<file path="src/rtl/cpu_mem_pkg.sv">
// Shared types for the unified instruction/data memory read path.
package cpu_mem_pkg;

   typedef enum logic {
      OWN_IF = 1'b0,
      OWN_LD = 1'b1
   } owner_e;

   typedef struct packed {
      logic   valid;
      owner_e owner;
   } tag_t;

   localparam int MEM_LAT = 2;

endpackage

</file>
<file path="src/rtl/mem_tag_pipe.sv">
// Ownership tags that travel beside each read through the fixed memory latency.
module mem_tag_pipe
   import cpu_mem_pkg::*;
#(
   parameter int LAT = MEM_LAT
) (
   input  logic       clk,
   input  logic       rst_n,
   input  logic       in_valid,
   input  logic       in_owner,
   input  logic [1:0] kill,
   output logic       out_valid,
   output logic       out_owner,
   output logic       busy
);

   tag_t tag_q [LAT];
   tag_t tag_d [LAT];

   // Kill applies to the shifted value, so the tag at the output this cycle still responds.
   always_comb begin
      tag_d[0] = '{valid: in_valid, owner: owner_e'(in_owner)};
      for (int i = 1; i < LAT; i++) begin
         tag_d[i] = tag_q[i-1];
      end
      for (int i = 0; i < LAT; i++) begin
         if ((tag_d[i].owner == OWN_IF) ? kill[0] : kill[1]) begin
            tag_d[i].valid = 1'b0;
         end
      end
   end

   always_ff @(posedge clk or negedge rst_n) begin
      if (!rst_n) begin
         for (int i = 0; i < LAT; i++) begin
            tag_q[i] <= '{valid: 1'b0, owner: OWN_IF};
         end
      end else begin
         for (int i = 0; i < LAT; i++) begin
            tag_q[i] <= tag_d[i];
         end
      end
   end

   always_comb begin
      busy = 1'b0;
      for (int i = 0; i < LAT; i++) begin
         busy = busy | tag_q[i].valid;
      end
   end

   assign out_valid = tag_q[LAT-1].valid;
   assign out_owner = tag_q[LAT-1].owner;

endmodule

</file>
<file path="src/rtl/mem_read_arbiter.sv">
// Shares memory read port #0 between instruction fetch and data loads,
// routing each returning word back to the requester that issued it.
module mem_read_arbiter
   import cpu_mem_pkg::*;
#(
   parameter int AW   = 16,
   parameter int DW   = 16,
   parameter int LAT  = MEM_LAT,
   parameter int PRIO = 0
) (
   input  logic          clk,
   input  logic          rst_n,
   input  logic          if_req_valid,
   input  logic [AW-1:0] if_req_addr,
   output logic          if_req_ready,
   input  logic          if_flush,
   output logic          if_rsp_valid,
   output logic [DW-1:0] if_rsp_data,
   input  logic          ld_req_valid,
   input  logic [AW-1:0] ld_req_addr,
   output logic          ld_req_ready,
   output logic          ld_rsp_valid,
   output logic [DW-1:0] ld_rsp_data,
   output logic [AW-1:0] mem_raddr,
   input  logic [DW-1:0] mem_rdata,
   output logic          busy
);

   logic [AW-1:0] raddr_q, raddr_d;
   owner_e        rr_last_q, rr_last_d;
   logic          if_cand, ld_cand;
   logic          if_win, ld_win, grant;
   logic          out_valid, out_owner;

   // A flushing fetch stream is not a candidate, so a concurrent load wins outright.
   always_comb begin
      if_cand = rst_n & if_req_valid & ~if_flush;
      ld_cand = rst_n & ld_req_valid;
      if (PRIO == 1) begin
         ld_win = ld_cand;
      end else begin
         ld_win = ld_cand & (~if_cand | (rr_last_q == OWN_IF));
      end
      if_win = if_cand & ~ld_win;
      grant  = if_win | ld_win;

      mem_raddr = raddr_q;
      if (ld_win) begin
         mem_raddr = ld_req_addr;
      end else if (if_win) begin
         mem_raddr = if_req_addr;
      end
      raddr_d = mem_raddr;

      rr_last_d = rr_last_q;
      if (grant) begin
         rr_last_d = ld_win ? OWN_LD : OWN_IF;
      end
   end

   always_ff @(posedge clk or negedge rst_n) begin
      if (!rst_n) begin
         raddr_q   <= '0;
         rr_last_q <= OWN_LD;
      end else begin
         raddr_q   <= raddr_d;
         rr_last_q <= rr_last_d;
      end
   end

   assign if_req_ready = if_win;
   assign ld_req_ready = ld_win;

   mem_tag_pipe #(
      .LAT (LAT)
   ) u_tag_pipe (
      .clk       (clk),
      .rst_n     (rst_n),
      .in_valid  (grant),
      .in_owner  (ld_win),
      .kill      ({1'b0, if_flush}),
      .out_valid (out_valid),
      .out_owner (out_owner),
      .busy      (busy)
   );

   assign if_rsp_valid = out_valid & (out_owner == OWN_IF);
   assign ld_rsp_valid = out_valid & (out_owner == OWN_LD);
   assign if_rsp_data  = mem_rdata;
   assign ld_rsp_data  = mem_rdata;

endmodule

</file>
<file path="config.mk">
export PLATFORM = sky130hd
export DESIGN_NAME = mem_read_arbiter
export DESIGN_NICKNAME = d
export VERILOG_FILES = /design/src/rtl/cpu_mem_pkg.sv /design/src/rtl/mem_tag_pipe.sv /design/src/rtl/mem_read_arbiter.sv
export SDC_FILE = /design/constraint.sdc
export NUM_CORES = 1
export LEC_CHECK = 0
export CAP_MARGIN = 20
export CORE_MARGIN = 3
export CORE_UTILIZATION = 30
export CTS_CLUSTER_DIAMETER = 60
export DETAILED_ROUTE_END_ITERATION = 7
export PLACE_DENSITY_LB_ADDON = 0.2
export REMOVE_ABC_BUFFERS = 1
export SETUP_SLACK_MARGIN = 0.4
export SLEW_MARGIN = 20
export SYNTH_ARGS = -nofsm -noshare
export SYNTH_HDL_FRONTEND = slang
export SYNTH_SLANG_ARGS = --single-unit
</file>
<file path="constraint.sdc">
create_clock -name clk -period 2.3 [get_ports clk]
set_input_delay 0.46 -clock clk [delete_from_list [all_inputs] [get_ports clk]]
set_output_delay 0.46 -clock clk [all_outputs]
set_load 0.02 [all_outputs]
</file>
==> results of run 1 <==
[per-stage QoR]
step                setup slack, ns  util, %  instances
detailed placement          -0.6881    43.29        193
global route                0.07396    45.82        206
global placement            -0.6486    43.29        193
CTS                          0.1058    45.14        204
floorplan                  -0.03788        -         73
finish                       0.1439    45.82        206
[registers in the layout, indices dropped and copies added, names as in the netlist]
signal / cells
u_tag_pipe.out_valid: 1
u_tag_pipe.tag_d: 1
u_tag_pipe.out_owner: 1
raddr_q: 16
rr_last_q: 1
u_tag_pipe.tag_q: 1
[cells in the mapped netlist, drive strengths merged]
master,instances,area (µm²)
a21boi,1,7.510
a21oi,1,5.000
a221o,5,50.05
a311oi,5,43.79
a31oi,1,6.260
and2,1,6.260
buf,35,270.3
clkbuf,1,3.750
dfrtp,20,500.5
dfstp,1,26.28
inv,8,30.03
mux2,22,277.8
nand3,1,5.000
nand3b,2,27.53
nor2,1,3.750
nor2b,2,12.51
o21ai,1,5.000
or2,1,6.260
[per-layer routing]
metal | track usage (%) | share of wire (%) | vias up
li1 | - | - | 442
met1 | 18.10 | 42 | 450
met2 | 18.06 | 42 | 81
met3 | 9.677 | 16 | 2
met4 | 3.758 | 0.23 | 0
met5 | 5.051 | 0 | -
[repair_timing]
| item | 4_1_cts | 5_1_grt |
|---|---|---|
| pin swaps | 2 | 1 |
| endpoints found under the setup margin | 19 | 18 |
| setup buffers | 7 | 2 |
| resized for setup | 101 | 4 |
[path summary, 6_finish.rpt]
path | end | slack (ns) | cells past startpoint
hold / removal | u_tag_pipe.out_owner$_DFF_PN0_ | 0.20 | 2
min in group clk | u_tag_pipe.out_owner$_DFF_PN0_ | 0.38 | 0
max in group asynchronous | rr_last_q$_DFFE_PN1P_ | 1.75 | 2
setup reg to reg | raddr_q[14]$_DFF_PN0_ | 0.57 | 7
setup / recovery | mem_raddr[15] | 0.14 | 5
hold reg to reg | u_tag_pipe.out_owner$_DFF_PN0_ | 0.38 | 0
[layout make-up]
| class | count | area (µm²) | share of cell area [%] |
|---|---|---|---|
| multi-input cells | 44 | 491.7 | 26.45 |
| clock inverters | 1 | 5.005 | 0.2692 |
| flip-flops and latches | 21 | 526.8 | 28.33 |
| well taps | 50 | 62.56 | 3.365 |
| inverters | 8 | 30.03 | 1.615 |
| clock buffers | 3 | 41.29 | 2.221 |
| repair buffers | 79 | 701.9 | 37.75 |
[logic make-up (layout without fill, tap and decap cells)]
group / Yosys count / in the layout / synth area share (%)
AO/OA/AOI/OAI: 14 / 14 / 9.135
buffers and inverters: 44 / 91 / 23.62
flip-flops: 21 / 21 / 40.91
multiplexers: 22 / 22 / 21.57
AND/OR/NAND/NOR: 8 / 8 / 4.762
[power by group]
part | internal (mW) | total (mW) | switching (mW) | leakage, nW
registers | 0.427 | 0.443 | 0.0157 | 0.253
clock network | 0.120 | 0.235 | 0.114 | 0.0255
logic | 0.251 | 0.439 | 0.188 | 0.602
[worst register-to-register path, stage by stage (launching register included)]
cell	delay, ns
dfstp_2	0.54
nand3b_1	0.11
nand3_2	0.13
inv_2	0.09
a221o_1	0.38
buf_4	0.15
buf_4	0.12
buf_4	0.12
==> run metrics, run 1 <==
vias in the first global route 1099; GRT Util Overall 13.93%; max-cap violations 0; crit path buf inv count 2; Antenna Cells 0; crit path cell chain nand3b_1, nand3_2, buf_12, mux2_2, buf_4; DRC viols 0; Area growth, synth to finish 44.41%; max frequency 463.8 MHz; FF+latch count, synth 21; post-synthesis cell type count 21; Root Buffer clkbuf_8; crit-path max FO 11; crit path time final 2.156 ns; final net count 210; CTS Buffer Depth 2; skew final 0.005906 ns; first-pass GRT wire length 5492 µm; Crit. End Element primary output; Die X 71.51 µm; Area after DPL 1757 µm²; CTS Hold Bufs 0; Design Area, Final 1859 µm²; row count 23; most frequent cells in the layout clkdlybuf4s50_1, buf_4, dfrtp_1; cell leakage power 0.8809 nW; DRT iter0 DRCs 23; die area 5114 µm²; setup TNS 0 ns; GPL Wtd Cong 0.7439; Syn Area/Cell 11.81 µm²; worst setup path class register to primary output; Seq/Total Area, Yosys 40.91%; drt pass-1 iters 4; largest stage delay on the critical path 0.54 ns; layout cells sized above 1 51.28%; TritonCTS Buffers 3; Critical Path RT 1.84 ns; post-DP HPWL 2592 µm; Starting Density 31.73%; RSZ-0062 raised after global routing yes; Total Wirelength 3486 µm; Final Setup Violations 0; # port buffers 57; Mapped Area 1287 µm²; CP delay by family, top flip-flops; Arr. time, crit path 1.70 ns; Total Power 1.117 mW; via count 975; # IOs 106; initial antenna violation count 0; largest net degree at the start of global routing 23; Worst-path clk slew 0.08 ns; relative slew slack 81.24%; Setup crit start rr_last_q$_DFFE_PN1P_; Chip Height 71.51 µm; crit start category register; status finished, final reports clean; worst reg2reg path startpoint rr_last_q$_DFFE_PN1P_; CP max-delay cell dfstp_2; final hold violations 0; final worst path period share 93.74%; peak supply drop 0.0002618 V; Ys Warns 0; HP Class input pin to async pin; worst slew pin tran 0.2814 ns; clock latency on the worst-skew pair 0.26 ns; CTS tree built; PwrDens 600.6 nW/µm²; most common library cell in the layout ignoring fill and taps clkdlybuf4s50_1; final hold slack 0.2016 ns; Avg WL per Cell 16.92 µm; fin. max-slew vios 0; Remaining Overflow, GRT 0; # clock sinks 21; H-tree depth 1; final antenna-violating net count 0; Core Box Area 4058 µm²; Fillers 382; Syn Inst Count 109; Via density 4.733
No activity file was read; power rests on OpenSTA's default activity.
==> run 2: changes to the inputs <==
--- a/config.mk
+++ b/config.mk
@@ -17,3 +17,4 @@
 export SYNTH_ARGS = -nofsm -noshare
 export SYNTH_HDL_FRONTEND = slang
 export SYNTH_SLANG_ARGS = --single-unit
+export TNS_END_PERCENT = 10
==> run 2 against run 1 <==
Final cell count grew 0.97%. Clock power is essentially flat. Setup slack lost 0.031 ns. Via count grew 1.0%. Clock skew grew 0.0016 ns. Sequential power is essentially flat. Critical path type is now input pin to primary output. Critical endpoint is now mem_raddr[1].
==> run metrics, run 2 (same netlist as run 1, synthesis figures left out) <==
status finished, final reports clean; global routing's busiest layer met1; fin. max-slew vios 0; Root Buffer clkbuf_8; max frequency 457.3 MHz; Core Box Area 4058 µm²; CTS Buffer Depth 2; relative slew slack 81.03%; Reg area 526.8 µm²; worst reg2reg path startpoint rr_last_q$_DFFE_PN1P_; final hold violations 0; max-cap violations 0; DRC viols 0; # port buffers 57; Starting Density 31.73%; Die X 71.51 µm; worst reg2reg path endpoint raddr_q[5]$_DFF_PN0_; final worst path period share 95.07%; crit path time final 2.187 ns; post-DP HPWL 2592 µm; row count 23; die area 5114 µm²; skew final 0.007512 ns; Area after DPL 1757 µm²; worst setup path class input pin to primary output; vias in the first global route 1072; Arr. time, crit path 1.73 ns; setup TNS 0 ns; via count 985; Crit. End Element primary output; Remaining Overflow, GRT 0; Fillers 378; Critical Path RT 1.84 ns; most common library cell in the layout ignoring fill and taps clkdlybuf4s50_1; # IOs 106; PwrDens 600.3 nW/µm²; CTS tree built; HP Class input pin to async pin; peak supply drop 0.0003136 V; Total Power 1.185 mW; Worst R2R Setup Slack 0.56 ns; # clock sinks 21; largest reg by FF count raddr_q; drt pass-1 iters 3; GR Util met3 9.537%; crit-path max FO 8; cell leakage power 0.9504 nW; H-tree depth 1; max reg flops 16; Worst Reg-to-Reg Cells 7; final antenna-violating net count 0; Area growth, synth to finish 53.26%; TritonCTS Buffers 3; GPL Wtd Cong 0.7439; worst slew pin tran 0.2845 ns; M1 GR Usage 18.19%; first-pass GRT wire length 5361 µm; GRT Util Overall 13.64%; clock latency on the worst-skew pair 0.26 ns; layout cells sized above 1 50.00%; crit start category input pin; most frequent cells in the layout clkdlybuf4s50_1, buf_4, dfrtp_1; Worst-path clk slew 0.07 ns; final net count 212; largest net degree at the start of global routing 23; CTS Hold Bufs 0; Final Setup Violations 0; worst setup slack after placement -0.6881 ns; DRT iter0 DRCs 38; Layout Utilization 48.63%; Design Area, Final 1973 µm²; initial antenna violation count 0; area of the multi-input gates 516.7 µm²; GR met2 Demand/Resource 17.04%; post-route worst setup slack 0.1133 ns; Antenna Cells 0; RSZ-0062 raised after global routing yes; Avg WL per Cell 17.43 µm; Chip Height 71.51 µm; Via density 4.736; Total Wirelength 3626 µm
## run 2: cell count changes in the layout (fill, tap and decap cells not counted), moves of 2 or more
cell    previous run  this run
buf_2             11         3
buf_4             26        24
buf_6              2        10
mux2_2            14         7
mux2_4             8        15
## run 2: metrics by stage
step                      instances  hold WS [ns]
final                           208        0.3203
after global routing            208        0.3278
after CTS                       202        0.2932
after detailed placement        193        0.3678
after global placement          193        0.3625
after floorplan                  73        0.1644
## run 2: layer usage
metal,wire length (µm),part of all wire (%),vias to the layer above
met1,1576,43,463
met3,539,15,2
met4,8,0.22,0
li1,-,-,443
met5,0,0,-
met2,1501,41,77
## run 2: what timing repair did
item	CTS	global route
endpoints found under the hold margin	0	0
endpoints found under the setup margin	19	19
gates cloned	0	1
resized for setup	84	35
buffers inserted	5	5
pin swaps	2	3
## run 2: power breakdown
part,total (mW),switching [mW],leakage (nW),internal (mW)
logic,0.504,0.202,0.672,0.302
registers,0.443,0.0164,0.253,0.427
clock network,0.237,0.117,0.0255,0.120
total,1.18,0.335,0.950,0.850
## run 2: worst max-delay path, cell delays in order
cell             delay (ns)
clkdlybuf4s15_2        0.25
nand3b_4               0.12
buf_12                 0.14
mux2_2                 0.33
mux2_4                 0.26
buf_4                  0.16
## run 2: area by class of cell
class | count | area share, %
Sequential cell | 21 | 26.70
Clock inverter | 1 | 0.2536
Multi-Input combinational cell | 44 | 26.19
Inverter | 8 | 1.649
Tap cell | 50 | 3.171
Clock buffer | 3 | 2.093
Timing Repair Buffer | 81 | 39.95
## run 2: worst max path at each step
stage / from / endpoint / slack, ns / depth (start not counted)
after floorplan: if_flush / mem_raddr[10] / -0.04 / 4
after CTS: rr_last_q$_DFFE_PN1P_ / mem_raddr[15] / 0.10 / 5
final: rst_n / mem_raddr[1] / 0.11 / 6
after global routing: rr_last_q$_DFFE_PN1P_ / mem_raddr[14] / 0.04 / 5
after detailed placement: rst_n / mem_raddr[7] / -0.69 / 5
after global placement: rst_n / mem_raddr[11] / -0.65 / 5
==> run 3: changes to the inputs <==
--- a/config.mk
+++ b/config.mk
@@ -16,5 +16,6 @@
 export SLEW_MARGIN = 20
 export SYNTH_ARGS = -nofsm -noshare
 export SYNTH_HDL_FRONTEND = slang
+export SYNTH_HIERARCHICAL = 1
 export SYNTH_SLANG_ARGS = --single-unit
 export TNS_END_PERCENT = 10
==> run 3 against run 2 <==
Maximum frequency grew 1.1%. Highest routed layer unchanged. Critical path depth shrank 1. Largest cell class unchanged. Worst hold slack worse by 0.13 ns.
==> run metrics, run 3 <==
crit path buf inv count 2; max frequency 462.2 MHz; clock latency on the worst-skew pair 0.26 ns; final antenna-violating net count 0; Area growth, synth to finish 47.85%; most frequent cells in the layout clkdlybuf4s50_1, dfrtp_1, buf_4; skew final 0.0009875 ns; # clock sinks 21; crit start category register; Core Box Area 4115 µm²; max reg flops 16; Crit. End Element primary output; final net count 212; largest reg by FF count raddr_q; Arr. time, crit path 1.70 ns; Worst-path clk slew 0.08 ns; synth top area cells dfrtp_1, buf_4, mux2_2; Syn Inst Count 112; Worst R2R Setup Slack 0.81 ns; largest stage delay on the critical path 0.53 ns; Ys Warns 6; switch share 28.40%; Post-synth ARST share 100.0%; Seq pwr share 38.4%; P_int 826.1 µW; Fillers 381; GRT Util Overall 14.12%; Starting Density 31.89%; TritonCTS Buffers 3; most common library cell in the layout ignoring fill and taps clkdlybuf4s50_1; via count 960; H-tree depth 1; post-synthesis cell type count 22; Remaining Overflow, GRT 0; PwrDens 594.5 nW/µm²; EDFF count, synth 0; DRC viols 0; Synth top cells by count buf_4, dfrtp_1, mux2_2; post-DP HPWL 2836 µm; worst setup path class register to primary output; most repeated cell in the gate-level netlist after synthesis buf_4; CTS Buffer Depth 2; Antenna Cells 0; crit-path max FO 5; Total Wirelength 3561 µm; drt pass-1 iters 3; Synth area leader dfrtp_1; Via density 4.615; Avg WL per Cell 17.12 µm; Seq/Total Area, Yosys 40.13%; final hold violations 0; Die X 72.15 µm; Final Setup Violations 0; crit path time final 2.164 ns; RSZ-0062 raised after global routing yes; peak supply drop 0.0002922 V; Layout Utilization 47.16%; Net Switching 327.6 µW; initial antenna violation count 0; cell leakage power 0.9294 nW; layout cells sized above 1 46.20%; HP Class input pin to async pin; # port buffers 57; Mapped Area 1313 µm²; logic gate share of total power 40.6%; CP delay by family, top flip-flops; status finished, final reports clean; die area 5205 µm²; first-pass GRT wire length 5595 µm; row count 23; post-route worst setup slack 0.1363 ns; DRT iter0 DRCs 59; Chip Height 72.15 µm; vias in the first global route 1054; Critical Path RT 1.84 ns; worst setup slack after placement -0.6803 ns; Root Buffer clkbuf_8; max-cap violations 0; Syn Area/Cell 11.72 µm²; fin. max-slew vios 0; final worst path period share 94.08%; CP max-delay cell dfstp_2; FF+latch count, synth 21; GPL Wtd Cong 0.7499; crit path cell chain nand3b_1, buf_4, a311oi_2, a221o_1, buf_2; CTS tree built; Clk pwr share 20.9%; largest net degree at the start of global routing 14; # IOs 106; top cell type's share of synthesized area 38.13%; most used flip-flop cell after synthesis dfrtp_1
run 3: cell count changes after synthesis:
cell and delta:
a21boi_0 -1, conb_1 +1, inv_1 -1, mux2i_1 +2, and2_1 +2
run 3: path summary, 6_finish.rpt:
check,startpoint,endpoint,cells past startpoint
max in group asynchronous,rst_n,raddr_q[8]$_DFF_PN0_,3
hold reg to reg,u_tag_pipe/tag_d[0]$_DFF_PN0_,u_tag_pipe/out_owner$_DFF_PN0_,0
hold / removal,rst_n,raddr_q[0]$_DFF_PN0_,2
setup / recovery,rr_last_q$_DFFE_PN1P_,mem_raddr[7],5
setup reg to reg,rr_last_q$_DFFE_PN1P_,raddr_q[7]$_DFF_PN0_,5
min in group clk,u_tag_pipe/tag_d[0]$_DFF_PN0_,u_tag_pipe/out_owner$_DFF_PN0_,0
run 3: metal layers:
layer / global-route usage (%) / vias to the layer above / part of all wire, %
met4: 1.253 / 0 / 0.22
met5: 4.040 / - / 0
met1: 18.35 / 450 / 42
met2: 18.91 / 63 / 43
met3: 10.66 / 2 / 14
li1: - / 445 / -
run 3: cell families (layout without fill, tap and decap cells):
family	count (synthesis)	count (layout)	share of synthesized area (%)
DFF	21	21	40.13
muxes	24	24	22.69
AOI/OAI and AO/OA	13	13	8.389
buffers and inverters	43	88	22.88
and+or+nand+nor	10	10	5.624
other	1	2	0.2857
run 3: through the flow:
| stage | hold WS, ns | total power, mW | cell area, µm² | TNS [ns] | std cells |
|---|---|---|---|---|---|
| floorplan | 0.1644 | 0.6588 | 1042 | -0.3082 | 77 |
| global placement | 0.3854 | 0.8838 | 1793 | -11.26 | 198 |
| detailed placement | 0.3818 | 0.8884 | 1793 | -11.44 | 198 |
| CTS | 0.1967 | 1.168 | 1941 | 0 | 208 |
| global route | 0.2086 | 1.224 | 1941 | 0 | 208 |
| finish | 0.1946 | 1.154 | 1941 | 0 | 208 |
run 3: power groups by stage:
stage | logic, mW | registers [mW] | clock network (mW)
floorplan | 0.214 | 0.445 | 0
global placement | 0.434 | 0.450 | 0
detailed placement | 0.438 | 0.450 | 0
CTS | 0.474 | 0.444 | 0.250
global route | 0.501 | 0.449 | 0.274
finish | 0.469 | 0.443 | 0.241
run 3: final cells by class:
class | instances | area, µm² | share of cell area, %
flip-flops and latches | 21 | 526.8 | 27.14
inverters | 7 | 26.28 | 1.354
clock buffers | 4 | 45.04 | 2.321
repair buffers | 77 | 744.5 | 38.36
multi-input cells | 49 | 535.5 | 27.60
well taps | 50 | 62.56 | 3.224
run 3: what timing repair did:
item,CTS,global route
pin swaps,2,0
setup buffers,5,0
endpoints found under the setup margin,19,19
gates resized for setup,117,0
hold buffers,0,0
cloned,1,0
==> RTL change, RTL diff (settings of run 1) <==
Set the package constant `MEM_LAT` to 4 (it was 2).
--- a/src/rtl/cpu_mem_pkg.sv
+++ b/src/rtl/cpu_mem_pkg.sv
@@ -13,3 +13,3 @@
 
-   localparam int MEM_LAT = 2;
+   localparam int MEM_LAT = 4;
 
Formal check against the unedited RTL: not equivalent (Yosys sat finds a counterexample within 4 cycles, from zero or initial values and one cycle with rst_n low).
==> RTL change against run 1 <==
  * Area after synthesis rose by 10%
  * Worst hold slack better by 19 ps
  * Register-to-register slack better by 370 ps
  * Largest cell class unchanged
  * Maximum frequency up 5.4%
  * Cell area grew 19%
  * Worst setup slack improved by 110 ps
  * Wire length rose by 15%
  * Via count grew 17%
  * Sequential cell count is 4 higher
  * Global-route usage increased by 1.2 points
  * Final cell count up 12%
  * Power rose by 15%
  * Highest routed layer unchanged
  * Clock skew shrank 2.7 ps
==> RTL change: results (changes against run 1) <==
count of non-CTS buffers in the layout 77 (-2.5%); placed cells 219 (+13%); hpwl dp 2.89 mm (+11%); CTS Root Cell clkbuf_8; Sw Ratio 31.0% (+2.5 points); multi-input gate count 64 (+45%); first-pass GRT wire length 6.38 mm (+16%); dpl cell area 0.00189 mm^2 (+7.7%); worst slack at placement -557 ps (+131 ps); CTS clock-pin slew for the worst setup and hold paths 90 ps; H-tree Lvls 1 (unchanged); chip width 74.8 um (+4.6%); Final Skew 3.22 ps (-2.69 ps); routed length on met2 1.88 mm (+27%); layout cells sized above 1 44.4% (-6.9 points); sequential share of the synthesized area 44.1% (+3.2 points); Pleak 0.997 nW (+13%); top cells by count, synth buf_4 (32), dfrtp_1 (24), nand3_1 (16); Syn Inst Count 134 (+23%); P_comb 0.499 mW (+14%); RePlAce Congestion 0.761 (+2.3%); post-route cell area 0.00222 mm^2 (+19%); vias in the first global route 1277 (+16%); storage element area 627 um^2 (+19%); Worst Tran Pin Value 310 ps (+28.8 ps); wire per inst 17.5 um (+3.4%); Synth cell types 24 (+14%); drt first-iter violations 32 (+39%); Final Net Count 232 (+10%); Clock Power Share 20.6% (-0.4 points); clock network area share 2.09% (-0.40 points); buffering overhead 34.3% (-3.4 points); Top delay family on crit path flip-flops; GR Layer Usage met3 8.81% (-0.87 points); initial antenna violation count 0 (unchanged); flip-flop count of the largest register after layout 16 (unchanged); Via Count 1142 (+17%); largest net degree at the start of global routing 18 (-22%); GR Layer Usage met2 22.9% (+4.9 points); Antenna diodes 0 (unchanged); routed length on met1 1.62 mm (+11%); outcome completed; number of fill cells 401 (+5.0%); drt via density 4.97 (+4.9%); CP max stage delay 570 ps (+30 ps); combinational fraction of design power 39.0% (-0.3 points); crit-path max FO 6 (-5); area of the multi-input gates 688 um^2 (+40%); CP max stage cell dfstp_2; Overall Global Routing Usage 15.1% (+1.2 points); global-route met1 utilization 19.0% (+0.88 points); sequential cells 25 (+19%); leading post-synthesis cells by cell area dfrtp_1 (42%), buf_4 (17%), mux2i_1 (7.8%), nand3_1 (5.6%), o221ai_2 (5.3%); WL met3 504 um (-8.4%); Worst VDD drop 370 uV (+41%); largest reg by FF count raddr_q
==> RTL change: cell types whose count changed after synthesis, moves of 2 or more <==
cell | run 1 | this run
a21boi_0 | 1 | 3
buf_6 | 2 | 4
o221ai_2 | 0 | 5
nand3_1 | 1 | 16
mux2i_1 | 0 | 11
dfrtp_1 | 20 | 24
o21ai_0 | 1 | 9
nand2_1 | 0 | 5
a311oi_1 | 5 | 0
mux2_4 | 8 | 0
a221o_1 | 5 | 0
o21ai_2 | 0 | 2
mux2_2 | 14 | 0
==> RTL change: repair_timing <==
action,in CTS,in global routing
pin swaps,9,1
setup buffers,4,1
hold buffers,0,0
endpoints found under the setup margin,19,18
gates resized for setup,169,10
cloned,2,0
==> RTL change: final timing paths <==
check / startpoint / end / slack (ps) / cells past startpoint
worst min register to register: u_tag_pipe.tag_d[0]$_DFF_PN0_ / u_tag_pipe.out_owner$_DFF_PN0_ / 380 / 0
worst max-delay path: rr_last_q$_DFFE_PN1P_ / mem_raddr[14] / 250 / 5
worst min-delay path: rst_n / raddr_q[15]$_DFF_PN0_ / 220 / 2
min in group clk: u_tag_pipe.tag_d[0]$_DFF_PN0_ / u_tag_pipe.out_owner$_DFF_PN0_ / 380 / 0
worst max register to register: rr_last_q$_DFFE_PN1P_ / raddr_q[14]$_DFF_PN0_ / 940 / 5
max in group asynchronous: rst_n / rr_last_q$_DFFE_PN1P_ / 1820 / 2
==> RTL change: kinds of logic (layout without fill, tap and decap cells) <==
group / count (synthesis) / count (layout) / synth area share, %
buffers and inverters: 46 / 89 / 22.8
AO/OA/AOI/OAI: 21 / 21 / 12.3
flip-flops: 25 / 25 / 44.1
AND/OR/NAND/NOR: 31 / 32 / 13.0
multiplexers: 11 / 11 / 7.75
